## config.mk

```make
export PLATFORM = sky130hd
export DESIGN_NAME = pe_drain_quant
export DESIGN_NICKNAME = d
export VERILOG_FILES = /design/src/rtl/pe_drain_quant.sv
export SDC_FILE = /design/constraint.sdc
export NUM_CORES = 1
export LEC_CHECK = 0
export CORE_MARGIN = 10
export CORE_UTILIZATION = 56
export CTS_CLUSTER_DIAMETER = 50
export DETAILED_ROUTE_END_ITERATION = 8
export PLACE_DENSITY_LB_ADDON = 0.12
export SLEW_MARGIN = 20
export SYNTH_ARGS = -nofsm -noshare
export SYNTH_HDL_FRONTEND = slang
export SYNTH_SLANG_ARGS = --single-unit
```

## constraint.sdc

```tcl
create_clock -name clk -period 7 [get_ports clk]
set_clock_uncertainty 0.15 [all_clocks]
set_input_delay 1.4 -clock clk [delete_from_list [all_inputs] [get_ports clk]]
set_output_delay 1.4 -clock clk [all_outputs]
set_load 0.05 [all_outputs]
```

## src/rtl/pe_drain_quant.sv

```systemverilog
// Captures one PE row, then streams N requantized words (bias, optional leaky ReLU, round, saturate).
// Word 0 appears 1 cycle after capture; out_ready=0 holds the presented word; captures are blocked while streaming.
module pe_drain_quant #(
  parameter int N     = 4,
  parameter int WIDTH = 16,
  parameter int SHIFT = 8,
  parameter int OUT_W = 8
) (
  input  logic                 clk,
  input  logic                 rst,
  input  logic                 cap_valid,
  output logic                 cap_ready,
  input  logic [N*WIDTH-1:0]   c_bus,
  input  logic [WIDTH-1:0]     bias,
  input  logic                 leaky_en,
  output logic                 acc_clr,
  output logic                 out_valid,
  input  logic                 out_ready,
  output logic [OUT_W-1:0]     out_data,
  output logic                 out_last
);

  localparam int IW = (N > 1) ? $clog2(N) : 1;
  localparam int SW = WIDTH + 3;
  localparam int MAXI = 2 ** (OUT_W - 1) - 1;
  localparam logic [IW-1:0] LAST = IW'(N - 1);
  localparam logic signed [SW-1:0] RND  = SW'(1) <<< (SHIFT - 1);
  localparam logic signed [SW-1:0] MAXV = SW'(MAXI);
  localparam logic signed [SW-1:0] MINV = SW'(-MAXI - 1);

  typedef enum logic {IDLE, STREAM} state_t;

  state_t               state_q, state_d;
  logic [N*WIDTH-1:0]   buf_q, buf_d;
  logic [WIDTH-1:0]     bias_q, bias_d;
  logic                 leaky_q, leaky_d;
  logic [IW-1:0]        idx_q, idx_d;
  logic                 vld_q, vld_d;
  logic                 last_q, last_d;
  logic                 clr_q, clr_d;
  logic [OUT_W-1:0]     dat_q, dat_d;
  logic [IW-1:0]        nxt_idx;
  logic [WIDTH-1:0]     nxt_word;

  // Three guard bits keep sum and rounding offset free of overflow.
  function automatic logic [OUT_W-1:0] quant(input logic [WIDTH-1:0] c,
                                             input logic [WIDTH-1:0] b,
                                             input logic             lk);
    logic signed [SW-1:0] s;
    logic signed [SW-1:0] r;
    s = $signed({{3{c[WIDTH-1]}}, c}) + $signed({{3{b[WIDTH-1]}}, b});
    if (lk && s[SW-1]) s = s >>> 3;
    r = (s + RND) >>> SHIFT;
    if (r > MAXV)      r = MAXV;
    else if (r < MINV) r = MINV;
    return r[OUT_W-1:0];
  endfunction

  always_comb begin
    state_d  = state_q;
    buf_d    = buf_q;
    bias_d   = bias_q;
    leaky_d  = leaky_q;
    idx_d    = idx_q;
    vld_d    = vld_q;
    last_d   = last_q;
    dat_d    = dat_q;
    clr_d    = 1'b0;
    nxt_idx  = idx_q + 1'b1;
    nxt_word = buf_q[nxt_idx*WIDTH +: WIDTH];
    case (state_q)
      IDLE: begin
        if (cap_valid) begin
          buf_d   = c_bus;
          bias_d  = bias;
          leaky_d = leaky_en;
          idx_d   = '0;
          clr_d   = 1'b1;
          // Word 0 is computed straight from the inputs to hit 1-cycle latency.
          vld_d   = 1'b1;
          dat_d   = quant(c_bus[WIDTH-1:0], bias, leaky_en);
          last_d  = (N == 1);
          state_d = STREAM;
        end
      end
      STREAM: begin
        if (!vld_q || out_ready) begin
          if (idx_q == LAST) begin
            vld_d   = 1'b0;
            last_d  = 1'b0;
            state_d = IDLE;
          end else begin
            idx_d  = nxt_idx;
            dat_d  = quant(nxt_word, bias_q, leaky_q);
            last_d = (nxt_idx == LAST);
          end
        end
      end
      default: state_d = IDLE;
    endcase
  end

  always_ff @(posedge clk or negedge rst) begin
    if (!rst) begin
      state_q <= IDLE;
      buf_q   <= '0;
      bias_q  <= '0;
      leaky_q <= 1'b0;
      idx_q   <= '0;
      vld_q   <= 1'b0;
      last_q  <= 1'b0;
      clr_q   <= 1'b0;
      dat_q   <= '0;
    end else begin
      state_q <= state_d;
      buf_q   <= buf_d;
      bias_q  <= bias_d;
      leaky_q <= leaky_d;
      idx_q   <= idx_d;
      vld_q   <= vld_d;
      last_q  <= last_d;
      clr_q   <= clr_d;
      dat_q   <= dat_d;
    end
  end

  assign cap_ready = (state_q == IDLE);
  assign acc_clr   = clr_q;
  assign out_valid = vld_q;
  assign out_data  = dat_q;
  assign out_last  = last_q;

endmodule

```

==> metrics.md, run 1 <==
| Metric | Value |
|---|---|
| Largest driver fanout on the critical path | `17` |
| Ys Warns | `0` |
| Place WS | `1230 ps` |
| Via density | `roughly 6.2` |
| P&R area growth vs syn | `19.6%` |
| Worst slew pin tran | `between 800 and 900 ps` |
| Nets | `just under 1000` |
| Mapped Cells | `between 700 and 800` |
| Global placement routability congestion | `a little over 0.9` |
| Multi-input gate area | `4030 sq um` |
| Number of port buffers | `96` |
| I/O pin cnt | `between 90 and 100` |
| Final count of hold timing violations | `0` |
| 1st-iter DRT viols | `around 580` |
| Routed Antenna Nets | `0` |
| Drt drc | `0` |
| Placed inst area | `about 7600 sq um` |
| Post-Place Cells | `1000` |
| Number of iterations in the first detailed-routing pass | `8` |
| Seq/Total Area, Yosys | `0.359` |
| First-pass GRT wire length | `between 30 and 40 mm` |
| Layout cell share with drive strength beyond 1 | `0.0607` |
| CTS resizes | `0` |
| Syn_area_per_cell | `roughly 8.3 sq um` |
| GRT Overall Usage | `0.236` |
| Asr flop ratio synth | `1.00` |
| Core area | `about 12000 sq um` |
| Die span in x | `129 um` |
| Setup TNS | `0 ps` |
| Worst-path clk slew | `approximately 70 ps` |
| VDD IR-drop max | `0.000296 V` |
| Top-count cell post-synth | `nand2_1` |
| Initial antenna violation count | `0` |
| Max Cap Violations | `0` |
| Via Count | `~6300` |
| Top-area cell type share of the netlist area | `0.359` |
| WL final | `roughly 19 mm` |
| RSZ-0062 raised after global routing | `no` |
| Clock root buffer | `clkbuf_16` |
| Worst endpoint required time | `~7100 ps` |
| Cell Chain, Critical Path | `ha_1 -> mux4_2 -> ha_1 -> a21oi_1 -> o21ai_1 -> a211oi_1 -> nand2b_1 -> and3_2 -> mux2_2 -> ha_1 -> a311o_1 -> a211o_1 -> and2_4 -> o221a_1` |
| Rows | `39` |
| Setup ws final | `around 1400 ps` |
| Final Non-Filler Cells | `about 1000` |
| CP bufs+invs | `0` |
| Max-slew violation count | `0` |
| Crit path capture type | `flop` |
| Number of global-route vias before repair | `between 6000 and 7000` |
| Hold buffer count at CTS | `0` |
| Worst path slowest cell | `ha_1` |
| Period utilisation layout | `0.798` |
| Biggest area consumer among synthesized cells | `dfrtp_1` |
| Critical path class | `flop to flop` |
| Clk buf depth | `2` |
| Slowest stage delay, CP | `approximately 790 ps` |
| Setup repair bufs after CTS | `0` |
| GRT overflow | `0` |
| Pwr dens | `between 600 and 700 nW/um^2` |
| Worst setup SP type | `flop` |
| #FFs+latches synth | `95` |
| P_leak | `~3.8 nW` |
| Final instance area | `7930 sq um` |
| Post-synth EDFFs | `0` |
| Mapped Nets | `around 910` |
| Number of H-tree levels | `3` |
| Fmax achieved | `179 MHz` |
| Layout fillers | `918` |
| Kind of path behind the tightest hold check | `flop to flop` |
| Final setup violation count | `0` |
| Top Family by Delay on Critical Path | `compound AO/OA/AOI/OAI gates` |
| Number of distinct library cells after synthesis | `75` |
| Slew headroom | `0.412` |
| Outcome | `completed` |
| Dominant synthesized flop cell | `dfrtp_1` |
| CTS Buf Count | `9` |
| ANT cells | `0` |
| CTS tree | `yes` |
| Per-cell routed wire length | `19.1 um` |
| Synth cell count leaders | `273 x nand2_1, 95 x dfrtp_1, 43 x nor2_1, 36 x a21oi_1, 34 x ha_1` |
| Clock tree sinks | `95` |
| Mapped Area | `between 6000 and 7000 sq um` |
| FF/Latch Area | `approximately 2400 sq um` |
| Die area | `roughly 17000 sq um` |
| Die height | `between 100 and 150 um` |
| Initial core utilization | `0.575` |
| Pin count of the biggest net entering global routing | `a little over 80` |
| Post-route minimum period | `around 5600 ps` |
| DP Wirelength | `~15 mm` |
| Synth top area cells | `dfrtp_1 36%, nand2_1 15%, ha_1 6.4%` |
| Clk_lat worst skew | `between 300 and 400 ps` |
| Worst EP arrival | `between 5000 and 6000 ps` |
| Critical path's most frequent cell | `ha_1` |
## area by class of cell
| cell class | instances | area share |
|---|---|---|
| clock buffers | 11 | 0.0306 |
| clock inverters | 5 | 0.00505 |
| inverters | 15 | 0.00710 |
| multi-input cells | 646 | 0.509 |
| flip-flops and latches | 95 | 0.300 |
| well taps | 143 | 0.0226 |
| repair buffers | 101 | 0.126 |
## power by group
| part | switching (mW) | leakage (nW) | total [mW] | internal [mW] |
|---|---|---|---|---|
| combinational | 2.04 | 2.44 | 3.46 | 1.41 |
| clock | 0.217 | 0.140 | 0.471 | 0.254 |
| sequential | 0.158 | 1.17 | 0.975 | 0.818 |
| total | 2.42 | 3.76 | 4.90 | 2.48 |
## state kept, by name, indices dropped and copies added (netlist names)
signal / count
out_last: 1
idx_q: 2
state_q: 1
bias_q: 16
out_data: 8
acc_clr: 1
leaky_q: 1
buf_q: 64
out_valid: 1
## final timing paths
kind / from / depth (start not counted) / end / slack (ps)
max: idx_q[1] / 14 / out_data[1] / 1410
min: buf_q[2] / 2 / buf_q[2] / 330
max reg2reg: idx_q[1] / 14 / out_data[1] / 1410
min reg2reg: buf_q[2] / 2 / buf_q[2] / 330
max in group asynchronous: rst / 2 / buf_q[22] / 4710
min in group asynchronous: rst / 1 / bias_q[13] / 880
## cell families (layout without fill, tap and decap cells)
group | after synthesis | after routing | share of synthesized area
xor gates and xnor gates | 20 | 20 | 0.0293
muxes | 22 | 22 | 0.0672
adders and majority gates | 34 | 34 | 0.0642
and+or+nand+nor | 405 | 405 | 0.265
AOI/OAI and AO/OA | 165 | 165 | 0.183
DFF | 95 | 95 | 0.359
buffers and inverters | 53 | 132 | 0.0327
## per-layer routing
| layer | global-route usage | wire, um | vias to the layer above |
|---|---|---|---|
| li1 | - | - | 2980 |
| met1 | 0.294 | 8290 | 3037 |
| met2 | 0.394 | 9360 | 255 |
| met3 | 0.0468 | 1120 | 46 |
| met4 | 0.0930 | 645 | 0 |
| met5 | 0 | 0 | - |
## cells in the final DEF (no fill, tap or decap), types with 7 or more instances in the layout
master / synthesis / layout
xor2_1: 8 / 8
a211o_1: 7 / 7
o211ai_1: 10 / 10
ha_1: 34 / 34
mux4_2: 10 / 10
nand2_1: 273 / 272
a211oi_1: 8 / 8
xnor2_1: 11 / 11
o21ai_0: 19 / 19
dfrtp_1: 95 / 95
inv_1: 14 / 14
a21oi_1: 36 / 36
nor2_1: 43 / 43
nor3_1: 12 / 12
clkdlybuf4s50_1: 0 / 95
a31oi_1: 7 / 7
and3_1: 12 / 12
nand3_1: 18 / 18
clkbuf_16: 0 / 9
a21o_1: 14 / 14
## through the flow
stage | hold slack [ps] | total power [mW] | util
detailed placement | 309 | 4.34 | 0.664
global placement | 302 | 4.24 | 0.664
finish | 325 | 4.90 | 0.688
floorplan | 287 | 3.58 | -
global route | 345 | 5.29 | 0.688
CTS | 326 | 4.84 | 0.688
## tightest hold or removal path: stages (launching register included)
cell     delay [ps]
dfrtp_1         340
nand2_1          50
nand2_1          60
No activity file was read; power rests on OpenSTA's default activity.
==> run 2, diff against run 1 <==
Clock period 7 ns to 5.6 ns, I/O delays scaled along.
==> metrics.md, run 2 (synthesis gave the netlist of run 1 again) <==
| Metric | Value |
|---|---|
| Outcome | `completed` |
| Worst hold slack | `approximately 330 ps` |
| Multi-input gate area | `between 4000 and 5000 sq um` |
| P&R area growth vs syn | `20.7%` |
| Rows | `39` |
| Via density | `6.21` |
| Slew headroom | `0.409` |
| Routed Antenna Nets | `0` |
| Number of global-route vias before repair | `approximately 6300` |
| Number of iterations in the first detailed-routing pass | `5` |
| Pwr dens | `approximately 780 nW/um^2` |
| CTS resizes | `0` |
| WL final | `a little under 20 mm` |
| Nets | `around 1000` |
| Max reg flops | `64` |
| Biggest register | `buf_q` |
| VDD IR-drop max | `between 0.0004 and 0.0005 V` |
| 1st-iter DRT viols | `around 600` |
| Kind of path behind the tightest hold check | `flop to flop` |
| Setup repair bufs after CTS | `0` |
| Worst slew pin tran | `~890 ps` |
| Worst path slowest cell | `ha_1` |
| Global placement routability congestion | `about 0.94` |
| Die span in x | `approximately 130 um` |
| Initial core utilization | `0.575` |
| I/O pin cnt | `97` |
| CTS tree | `yes` |
| Cell Chain, Critical Path | `ha_1 -> mux4_2 -> ha_1 -> nand4_1 -> o22a_1 -> a2111oi_1 -> o31ai_4 -> and3_2 -> mux2_2 -> ha_1 -> a311o_1 -> a211o_1 -> and2_4 -> o221a_1` |
| Via Count | `~6400` |
| Clock tree sinks | `95` |
| Commonest non-fill, non-tap cell in the layout | `nand2_1` |
| Number of H-tree levels | `3` |
| Final setup violation count | `0` |
| GRT Overall Usage | `0.239` |
| RSZ-0062 raised after global routing | `no` |
| Worst-path clk slew | `about 70 ps` |
| Pin count of the biggest net entering global routing | `83` |
| Die area | `16600 sq um` |
| Hold buffer count at CTS | `0` |
| DP Wirelength | `15.3 mm` |
| Per-cell routed wire length | `just under 20 um` |
| Final count of hold timing violations | `0` |
| Max Cap Violations | `0` |
| First-pass GRT wire length | `between 30 and 40 mm` |
| Setup TNS | `0 ps` |
| Final instance area | `between 7000 and 8000 sq um` |
| Place WS | `between 100 and 150 ps` |
| Post-route minimum period | `approximately 5300 ps` |
| Core area | `approximately 12000 sq um` |
| Largest driver fanout on the critical path | `13` |
| Die height | `approximately 130 um` |
| Clock root buffer | `clkbuf_16` |
| Critical path class | `flop to flop` |
| Layout cell share with drive strength beyond 1 | `0.0693` |
| CTS Buf Count | `9` |
| P_leak | `3.80 nW` |
| Most frequent cells in the layout | `272 x nand2_1, 95 x dfrtp_1, 95 x clkdlybuf4s50_1` |
| Setup ws final | `265 ps` |
| GRT overflow | `0` |
| FF/Latch Area | `about 2400 sq um` |
| Placed inst area | `about 7700 sq um` |
| ANT cells | `0` |
| Layout fillers | `about 900` |
| Worst endpoint required time | `~5700 ps` |
| Critical path's most frequent cell | `ha_1` |
| Initial antenna violation count | `0` |
| Drt drc | `0` |
| Clk buf depth | `2` |
| Clk_lat worst skew | `roughly 350 ps` |
| Crit path capture type | `flop` |
| Number of port buffers | `96` |
| Fmax achieved | `around 190 MHz` |
| Max-slew violation count | `0` |
| Worst EP arrival | `5430 ps` |
| R2R Setup Slk | `approximately 260 ps` |
| Slowest stage delay, CP | `roughly 640 ps` |
| Period utilisation layout | `0.953` |
| Worst setup SP type | `flop` |
-- run 2: stage by stage --
stage / utilization / power (mW) / std cells
floorplan: - / 4.48 / 794
detailed placement: 0.668 / 5.51 / 1007
CTS: 0.694 / 6.16 / 1023
finish: 0.694 / 6.25 / 1023
global route: 0.694 / 6.69 / 1023
global placement: 0.668 / 5.38 / 1007
-- run 2: critical path: cells and delay by family (launching register included) --
family                     cells  cell delay (ps)
AOI/OAI and AO/OA              6             1900
muxes                          2              700
adders and majority gates      3             1390
and+or+nand+nor                3              650
DFF                            1              410
-- run 2: final cells by class --
| cell class | instances | area share |
|---|---|---|
| Multi-Input combinational cell | 646 | 0.505 |
| Tap cell | 143 | 0.0224 |
| Clock inverter | 5 | 0.00579 |
| Timing Repair Buffer | 108 | 0.131 |
| Inverter | 15 | 0.00720 |
| Sequential cell | 95 | 0.297 |
| Clock buffer | 11 | 0.0316 |
-- run 2: report_power, final --
| part | switching, mW | internal [mW] | total, mW | leakage, nW |
|---|---|---|---|---|
| logic | 2.58 | 1.80 | 4.39 | 2.48 |
| registers | 0.221 | 1.02 | 1.24 | 1.17 |
| clock network | 0.286 | 0.335 | 0.621 | 0.149 |
-- run 2: final timing paths --
kind / startpoint / to / cells after the start
worst min register to register: buf_q[21] / buf_q[21] / 2
min in group asynchronous: rst / bias_q[13] / 1
worst max register to register: idx_q[1] / out_data[4] / 14
max in group asynchronous: rst / idx_q[0] / 2
worst min-delay path: buf_q[21] / buf_q[21] / 2
worst max-delay path: idx_q[1] / out_data[4] / 14
-- run 2: layer usage --
layer / vias up / track usage / routed length, um
li1: 2989 / - / -
met1: 3065 / 0.304 / 8610
met2: 243 / 0.385 / 9240
met3: 57 / 0.0427 / 1020
met4: 0 / 0.120 / 821
met5: - / 0 / 0
==> run 3, diff against run 2 <==
Settings changed: ABC_AREA set to 1, CORE_UTILIZATION 56 to 50.
Clock period 5.6 ns to 4.8 ns, I/O delays scaled along.
==> metrics.md, run 3 <==
| Metric | Value |
|---|---|
| P&R area growth vs syn | `20.4%` |
| Largest driver fanout on the critical path | `17` |
| Fmax achieved | `between 200 and 250 MHz` |
| Asr flop ratio synth | `1.00` |
| Most frequent cells in the layout | `442 x nand2_1, 95 x dfrtp_1, 95 x clkdlybuf4s50_1` |
| Kind of path behind the tightest hold check | `flop to flop` |
| Post-route minimum period | `about 4300 ps` |
| Synth cell count leaders | `442 x nand2_1, 95 x dfrtp_1, 65 x nor2_1, 59 x inv_1` |
| CTS resizes | `0` |
| Worst setup SP type | `flop` |
| Post-synth EDFFs | `0` |
| Setup repair bufs after CTS | `0` |
| Clock root buffer | `clkbuf_16` |
| Clk_lat worst skew | `between 300 and 400 ps` |
| Routed Antenna Nets | `0` |
| Ys Warns | `0` |
| Via density | `~5.2` |
| Largest family of logic cells by synthesized area | `simple AND/OR/NAND/NOR gates` |
| Number of distinct library cells after synthesis | `between 40 and 50` |
| CTS tree | `yes` |
| WL final | `approximately 19 mm` |
| GRT overflow | `0` |
| Core area | `between 10000 and 15000 sq um` |
| Commonest non-fill, non-tap cell in the layout | `nand2_1` |
| Setup TNS | `0 ps` |
| Number of iterations in the first detailed-routing pass | `5` |
| Critical path class | `flop to flop` |
| 1st-iter DRT viols | `roughly 550` |
| Max reg flops | `64` |
| Seq/Total Area, Yosys | `0.355` |
| WHS Path Cells | `2` |
| Die height | `roughly 140 um` |
| Biggest area consumer among synthesized cells | `dfrtp_1` |
| Drt drc | `0` |
| Rows | `42` |
| Clock tree sinks | `95` |
| Critical path's most frequent cell | `nand2_1` |
| Hold buffer count at CTS | `0` |
| RSZ-0062 raised after global routing | `no` |
| Initial core utilization | `0.508` |
| Via Count | `6497` |
| Die area | `about 18000 sq um` |
| Pin count of the biggest net entering global routing | `84` |
| Syn_area_per_cell | `between 6 and 7 sq um` |
| Post-synthesis simple-gate area fraction | `0.400` |
| Max Cap Violations | `0` |
| Top-area cell type share of the netlist area | `0.355` |
| Mapped Cells | `980` |
| Nets | `1180` |
| Worst EP arrival | `~4400 ps` |
| Slowest stage delay, CP | `~390 ps` |
| ANT cells | `0` |
| Number of global-route vias before repair | `6299` |
| Worst Reg-to-Reg Cells | `29` |
| Mapped Area | `approximately 6700 sq um` |
| Biggest register | `buf_q` |
| Initial antenna violation count | `0` |
| Post-Synth Adder-Cell Area | `0.0635` |
| I/O pin cnt | `just under 100` |
| Worst endpoint required time | `about 5000 ps` |
| Max-slew violation count | `0` |
| Crit path capture type | `flop` |
| Mux cell area share after synthesis | `0` |
| Synth top area cells | `dfrtp_1 36%, nand2_1 25%, ha_1 6.4%` |
| Mapped Nets | `~1100` |
| Top-count cell post-synth | `nand2_1` |
| Layout fillers | `roughly 1300` |
| Compound-Gate Fraction of Synth Area | `0.104` |
| Final setup violation count | `0` |
| Outcome | `completed` |
| Number of port buffers | `96` |
| Period utilisation layout | `0.894` |
| First-pass GRT wire length | `around 31 mm` |
| Die span in x | `~140 um` |
| Global placement routability congestion | `0.990` |
| GRT Overall Usage | `0.210` |
| XOR/XNOR share of the synthesized area | `0.0170` |
| Slew headroom | `0.447` |
| Worst slew pin tran | `~830 ps` |
| DP Wirelength | `14.6 mm` |
| Worst path slowest cell | `dfrtp_1` |
| Layout cell share with drive strength beyond 1 | `0.0741` |
| CTS Buf Count | `9` |
| Number of H-tree levels | `3` |
| #FFs+latches synth | `between 90 and 100` |
| Clk buf depth | `2` |
| Dominant synthesized flop cell | `dfrtp_1` |
| Per-cell routed wire length | `15.2 um` |
| Worst-path clk slew | `70 ps` |
| Final count of hold timing violations | `0` |
run 3: cell count changes after synthesis, moves of 10 or more:
cell,before,now
a21o_1,14,3
and3_1,12,0
inv_1,14,59
mux4_2,10,0
nand2_1,273,442
nand2_2,0,17
nand3_1,18,49
nor2_1,43,65
o21ai_0,19,49
o22ai_1,2,16
run 3: critical path: cells and delay by family (launching register included):
family / cells / cell delay (ps)
compound gates: 5 / 830
flops: 1 / 390
buf+inv: 4 / 440
fa+ha+maj: 3 / 850
simple gates: 17 / 1530
run 3: logic make-up (layout without fill, tap and decap cells):
group                    Yosys count  after routing
AO/OA/AOI/OAI                    121            121
XOR/XNOR                          13             13
adder cells (fa/ha/maj)           34             34
buffers and inverters             97            183
flip-flops                        95             95
AND/OR/NAND/NOR                  620            620
run 3: per-stage QoR:
step / setup WS, ps / instance area [sq um] / instances / hold WS, ps / utilization
floorplan: 413 / 6700 / 980 / 287 / -
global placement: 355 / 7770 / 1226 / 300 / 0.589
detailed placement: 297 / 7770 / 1226 / 304 / 0.589
CTS: 523 / 8060 / 1242 / 322 / 0.611
global route: 98.0 / 8060 / 1242 / 329 / 0.611
finish: 507 / 8060 / 1242 / 319 / 0.611
run 3: cell type report:
| cell class | instances | area (sq um) | area share |
|---|---|---|---|
| clock buffer | 9 | 225 | 0.0280 |
| clock inverter | 7 | 60.1 | 0.00745 |
| inverter | 64 | 243 | 0.0301 |
| multi-input combinational | 788 | 3920 | 0.487 |
| sequential | 95 | 2380 | 0.295 |
| tap | 176 | 220 | 0.0273 |
| timing repair buffer | 103 | 1010 | 0.125 |
run 3: final timing paths:
kind	from	to	slack, ps
setup reg to reg	idx_q[0]	out_data[0]	510
setup / recovery	idx_q[0]	out_data[0]	510
hold / removal	buf_q[24]	buf_q[24]	320
max in group asynchronous	rst	idx_q[0]	3040
hold reg to reg	buf_q[24]	buf_q[24]	320
min in group asynchronous	rst	buf_q[43]	550
run 3: per-layer routing:
layer,wire (um),GRT usage,vias to the layer above
met3,980,0.0445,18
met5,0,0,-
met2,8610,0.337,191
li1,-,-,3305
met1,8980,0.285,2983
met4,254,0.0389,0
Power of run 3 is not shown: default switching activity piles up to over one toggle a cycle in this logic, so the estimate is an artifact.
